<file path="src/rtl/gf_inv_iter.sv">
// Iterative GF(2^WIDTH) inverter: y = a^(2^WIDTH-2) by square-and-multiply, one operand at a time.
// Optional self-check of a*y == 1 on completion is enabled by defining GF_INV_CHECK_EN.
module gf_inv_iter #(
  parameter int              WIDTH = 8,
  parameter logic [WIDTH:0]  POLY  = 9'h11B
) (
  input  logic             clk,
  input  logic             rst_n,
  input  logic             in_valid,
  output logic             in_ready,
  input  logic [WIDTH-1:0] in_data,
  output logic             out_valid,
  input  logic             out_ready,
  output logic [WIDTH-1:0] out_data,
  output logic             chk_err,
  output logic             busy
);

  localparam int PW = 2 * WIDTH - 1;
  localparam int CW = $clog2(WIDTH);
  localparam logic [CW-1:0] CNT_LAST = CW'(WIDTH - 2);

  localparam logic [1:0] ST_IDLE = 2'd0;
  localparam logic [1:0] ST_CALC = 2'd1;
  localparam logic [1:0] ST_DONE = 2'd2;

  if (WIDTH < 2 || WIDTH > 16) begin : g_bad_width
    $error("gf_inv_iter: WIDTH must lie in 2..16");
  end
  if (POLY[WIDTH] != 1'b1) begin : g_bad_poly
    $error("gf_inv_iter: POLY must have bit WIDTH set");
  end

  // Carry-less product folded by POLY from the top bit down.
  function automatic logic [WIDTH-1:0] gf_mul(input logic [WIDTH-1:0] x,
                                              input logic [WIDTH-1:0] y);
    logic [PW-1:0] prod;
    logic [PW-1:0] poly_ext;
    prod     = '0;
    poly_ext = PW'(POLY);
    for (int i = 0; i < WIDTH; i++) begin
      if (y[i]) prod = prod ^ (PW'(x) << i);
    end
    for (int k = PW - 1; k >= WIDTH; k--) begin
      if (prod[k]) prod = prod ^ (poly_ext << (k - WIDTH));
    end
    return prod[WIDTH-1:0];
  endfunction

  logic [1:0]       state_q, state_d;
  logic [WIDTH-1:0] s_q, s_d;
  logic [WIDTH-1:0] r_q, r_d;
  logic [CW-1:0]    cnt_q, cnt_d;
  logic             out_valid_q, out_valid_d;
  logic [WIDTH-1:0] out_data_q, out_data_d;
  logic             busy_q, busy_d;

  logic [WIDTH-1:0] s_sq;
  logic [WIDTH-1:0] r_mul;
  logic             calc_done;

  assign s_sq      = gf_mul(s_q, s_q);
  assign r_mul     = gf_mul(r_q, s_sq);
  assign calc_done = (state_q == ST_CALC) && (cnt_q == CNT_LAST);

  always_comb begin
    state_d     = state_q;
    s_d         = s_q;
    r_d         = r_q;
    cnt_d       = cnt_q;
    out_valid_d = out_valid_q;
    out_data_d  = out_data_q;
    case (state_q)
      ST_IDLE: begin
        if (in_valid) begin
          s_d     = in_data;
          r_d     = WIDTH'(1);
          cnt_d   = '0;
          state_d = ST_CALC;
        end
      end
      ST_CALC: begin
        s_d   = s_sq;
        r_d   = r_mul;
        cnt_d = cnt_q + CW'(1);
        if (calc_done) begin
          out_valid_d = 1'b1;
          out_data_d  = r_mul;
          state_d     = ST_DONE;
        end
      end
      ST_DONE: begin
        // Retiring cycle returns to IDLE; the next accept is one edge later.
        if (out_ready) begin
          out_valid_d = 1'b0;
          state_d     = ST_IDLE;
        end
      end
      default: state_d = ST_IDLE;
    endcase
    busy_d = (state_d != ST_IDLE);
  end

  always_ff @(posedge clk or negedge rst_n) begin
    if (!rst_n) begin
      state_q     <= ST_IDLE;
      s_q         <= '0;
      r_q         <= '0;
      cnt_q       <= '0;
      out_valid_q <= 1'b0;
      out_data_q  <= '0;
      busy_q      <= 1'b0;
    end else begin
      state_q     <= state_d;
      s_q         <= s_d;
      r_q         <= r_d;
      cnt_q       <= cnt_d;
      out_valid_q <= out_valid_d;
      out_data_q  <= out_data_d;
      busy_q      <= busy_d;
    end
  end

  assign in_ready  = (state_q == ST_IDLE);
  assign out_valid = out_valid_q;
  assign out_data  = out_data_q;
  assign busy      = busy_q;

`ifdef GF_INV_CHECK_EN
  logic [WIDTH-1:0] a_q, a_d;
  logic [WIDTH-1:0] chk_p;
  logic             chk_err_q, chk_err_d;

  assign chk_p = gf_mul(a_q, r_mul);

  always_comb begin
    a_d       = a_q;
    chk_err_d = chk_err_q;
    if (state_q == ST_IDLE && in_valid) a_d = in_data;
    if (calc_done) begin
      chk_err_d = (a_q != '0) && (chk_p != WIDTH'(1));
    end else if (state_q == ST_DONE && out_ready) begin
      chk_err_d = 1'b0;
    end
  end

  always_ff @(posedge clk or negedge rst_n) begin
    if (!rst_n) begin
      a_q       <= '0;
      chk_err_q <= 1'b0;
    end else begin
      a_q       <= a_d;
      chk_err_q <= chk_err_d;
    end
  end

  assign chk_err = chk_err_q;
`else
  assign chk_err = 1'b0;
`endif

endmodule

</file>
<file path="config.mk">
export PLATFORM = sky130hd
export DESIGN_NAME = gf_inv_iter
export DESIGN_NICKNAME = d
export VERILOG_FILES = /design/src/rtl/gf_inv_iter.sv
export SDC_FILE = /design/constraint.sdc
export NUM_CORES = 1
export LEC_CHECK = 0
export CORE_ASPECT_RATIO = 0.5
export CORE_MARGIN = 3
export CORE_UTILIZATION = 50
export CTS_CLUSTER_SIZE = 14
export DETAILED_ROUTE_END_ITERATION = 16
export GPL_TIMING_DRIVEN = 0
export PLACE_DENSITY = 0.79
export SETUP_SLACK_MARGIN = 0.15
export SLEW_MARGIN = 20
export SYNTH_ARGS = -nofsm -noshare
export SYNTH_HDL_FRONTEND = slang
export SYNTH_SLANG_ARGS = --single-unit
</file>
<file path="constraint.sdc">
create_clock -name clk -period 3.95 [get_ports clk]
set_input_delay 0.5925 -clock clk [delete_from_list [all_inputs] [get_ports clk]]
set_output_delay 0.5925 -clock clk [all_outputs]
set_load 0.02 [all_outputs]
</file>
==> flow_summary.yaml <==
status:
  status: "finished clean"
clocking:
  clk_latency_ns: 0.28
  tritoncts: "built"
  cts_buffer_depth: 2
  htreeDepth: 2
  cts_num_sinks: 31
  postCtsSetupRepairBufs: 0
  clk_pin_slew_ns: 0.06
  clock-root-buffer: "clkbuf_16"
  ctsHoldBuffers: 0
  cts_buffers: 5
  post_cts_resized: 0
global_routing:
  globalRouteTotalUtil_pct: 26.4
  grt_max_degree: 32
  grt_pass1_vias: 2839
  antenna_found_initial: 0
  grt-ovfl-total: 0
  grt_pass1_wl_um: 14700
floorplanning:
  die_x_um: 117
  die-area_sq_um: 7230
  start_util_pct: 54.1
  core_area_sq_um: 5730
  die_y_um: 61.7
  num_rows: 19
  io_pins: 24
layout:
  layout-drive-gt1-share_pct: 12.9
  filler_cell_count: 471
  final_cell_mix: "nand2_1, xnor2_1, a21oi_1, dfrtp_1, clkdlybuf4s50_1"
  diodes: 0
  nNetsFinal: 416
  layout_commonest_cell: "nand2_1"
  syn2layout_area_growth_pct: 16.4
critical_path:
  crit_path_max_incr_delay_ns: 0.48
  crit_type: "reg -> reg"
  cp_cell_sequence: "buf_6 > buf_6 > clkbuf_1 > nor3_1 > a2111oi_4 > xnor2_2 > xor2_1 > xnor2_1 > xnor2_1 > o22ai_1"
  crit_required_ns: 4.07
  crit_arrival_ns: 3.10
  worst-path-max-fanout: 10
  crit_path_end_kind: "register"
  start_kind: "register"
  crit_buf_inv: 3
  crit_family: "XOR/XNOR gates"
  slowest_stage: "clkbuf_1"
timing:
  final-setup-viol-count: 0
  min_period_ns: 2.98
  finalHoldViolations: 0
  tightest_slew_ns: 0.859
  setup_tns_ns: 0
  period_share_pct: 75.4
  maxClockFrequency_ghz: 0.336
  rsz0062_at_grt: "false"
  slew-limit-headroom_pct: 42.5
  finClkSkew_ns: 0.00589
  timing.final.max_slew_violations: 0
route:
  via_per_inst: 6.12
  dr.pass1.iters: 6
  drt_iter0_markers: 340
  avgRoutedWirePerCell_um: 19.1
  drc: 0
  drtAntennaViolNets: 0
  routed_wl_um: 9290
  vias: 2980
synth:
  synth_edf_count: 0
  syn_avg_cell_area_sq_um: 8.31
  syn_inst: 373
  yosysSeqAreaShare_pct: 25.0
  synth_seq_cells: 31
  synth_area_sq_um: 3100
  synthFlopType: "dfrtp_1"
  synth_cell_types: 54
  async_reset_ff_share_pct: 100
  yosysWarnings: 0
  synthesis.nets: 387
hold_path:
  hp-class: "in -> async"
placed_design:
  dpl.hpwl_um: 6610
  place.port_buffers: 22
  gp_congestion: 1.01
job:
  drv_cap: 0
[cell usage after synthesis, types with 2 or more instances]
| cell | count | area, sq um |
|---|---|---|
| or2_2 | 4 | 25.0 |
| clkbuf_1 | 13 | 48.8 |
| ha_1 | 2 | 25.0 |
| nand2_2 | 2 | 12.5 |
| buf_6 | 4 | 45.0 |
| a32oi_1 | 2 | 17.5 |
| nor2_1 | 14 | 52.6 |
| a31oi_1 | 3 | 18.8 |
| xor2_2 | 2 | 32.5 |
| and3_1 | 2 | 12.5 |
| and3b_1 | 5 | 43.8 |
| o21ai_1 | 12 | 60.1 |
| nor3_1 | 3 | 15.0 |
| nand2b_1 | 4 | 25.0 |
| o221ai_1 | 4 | 35.0 |
| inv_1 | 8 | 30.0 |
| a21oi_1 | 31 | 155 |
| mux2i_1 | 3 | 30.0 |
| xor2_1 | 18 | 158 |
| dfrtp_1 | 31 | 776 |
| buf_1 | 4 | 15.0 |
| o22ai_1 | 14 | 87.6 |
| nand2_1 | 56 | 210 |
| xnor2_1 | 49 | 429 |
| xnor2_2 | 6 | 97.6 |
| o21ai_0 | 17 | 85.1 |
| nor2b_1 | 8 | 50.1 |
| buf_2 | 7 | 35.0 |
| nand3_1 | 10 | 50.1 |
| xor2_4 | 2 | 55.1 |
| buf_4 | 5 | 37.5 |
| o211ai_1 | 5 | 37.5 |
| a2111oi_4 | 2 | 55.1 |
[routing by layer]
| metal | routed length [um] | share of wire, % | vias up | track usage (%) |
|---|---|---|---|---|
| met3 | 1040 | 11 | 22 | 5.05 |
| met2 | 4030 | 43 | 199 | 43.4 |
| met1 | 4030 | 43 | 1429 | 35.9 |
| met5 | 0 | 0 | - | 0 |
| met4 | 190 | 2.0 | 0 | 9.18 |
| li1 | - | - | 1330 | - |
[area by class of cell]
cell class	instances	area [sq um]	share of cell area, %
multi-input cells	300	2110	58.4
flip-flops and latches	31	776	21.5
repair buffers	22	215	5.97
plain buffers	33	181	5.03
clock buffers	6	129	3.57
well taps	84	105	2.91
clock inverters	2	60.1	1.66
inverters	9	33.8	0.937
[path summary, 6_finish.rpt]
path / from / endpoint / slack, ns / cells past startpoint
worst min register to register: out_data[6]$_DFFE_PN0P_ / out_data[6]$_DFFE_PN0P_ / 0.49 / 2
worst min-delay path: rst_n / s_q[5]$_DFFE_PN0P_ / 0.36 / 1
worst max register to register: s_q[5]$_DFFE_PN0P_ / r_q[6]$_DFFE_PN0P_ / 0.97 / 10
max in group asynchronous: rst_n / r_q[2]$_DFFE_PN0P_ / 3.11 / 1
worst max-delay path: s_q[5]$_DFFE_PN0P_ / r_q[6]$_DFFE_PN0P_ / 0.97 / 10
min in group clk: out_data[6]$_DFFE_PN0P_ / out_data[6]$_DFFE_PN0P_ / 0.49 / 2
[sequential cells by signal, summed over array words and instances, names as in the netlist]
signal     count
out_data       8
cnt_q          3
r_q            8
state_q        2
busy           1
s_q            8
out_valid      1
[worst reg2reg max path, stage by stage (launching register included)]
cell	delay [ns]
dfrtp_1	0.36
buf_6	0.14
buf_6	0.15
clkbuf_1	0.48
nor3_1	0.18
a2111oi_4	0.28
xnor2_2	0.21
xor2_1	0.40
xnor2_1	0.15
xnor2_1	0.32
o22ai_1	0.16
[cell families (layout without fill, tap and decap cells)]
| group | after synthesis | after routing | synth area share [%] |
|---|---|---|---|
| AO/OA/AOI/OAI | 101 | 101 | 21.5 |
| XOR/XNOR | 80 | 80 | 27.2 |
| AND/OR/NAND/NOR | 112 | 112 | 17.0 |
| other | 1 | 1 | 0.121 |
| flip-flops | 31 | 31 | 25.0 |
| adder cells (fa/ha/maj) | 2 | 2 | 0.808 |
| buffers and inverters | 42 | 72 | 6.95 |
| multiplexers | 4 | 4 | 1.33 |
[through the flow]
| stage | std cells | hold WS [ns] | area (sq um) | utilization [%] | setup WS [ns] |
|---|---|---|---|---|---|
| floorplan | 373 | 0.297 | 3100 | - | 1.63 |
| global placement | 479 | 0.472 | 3420 | 59.8 | 1.16 |
| detailed placement | 479 | 0.484 | 3420 | 59.7 | 1.11 |
| CTS | 487 | 0.386 | 3610 | 63.0 | 1.09 |
| global route | 487 | 0.413 | 3610 | 63.0 | 0.876 |
| finish | 487 | 0.363 | 3610 | 63.0 | 0.972 |
Power is not shown: default switching activity piles up to over one toggle a cycle in this logic, so the estimate is an artifact.
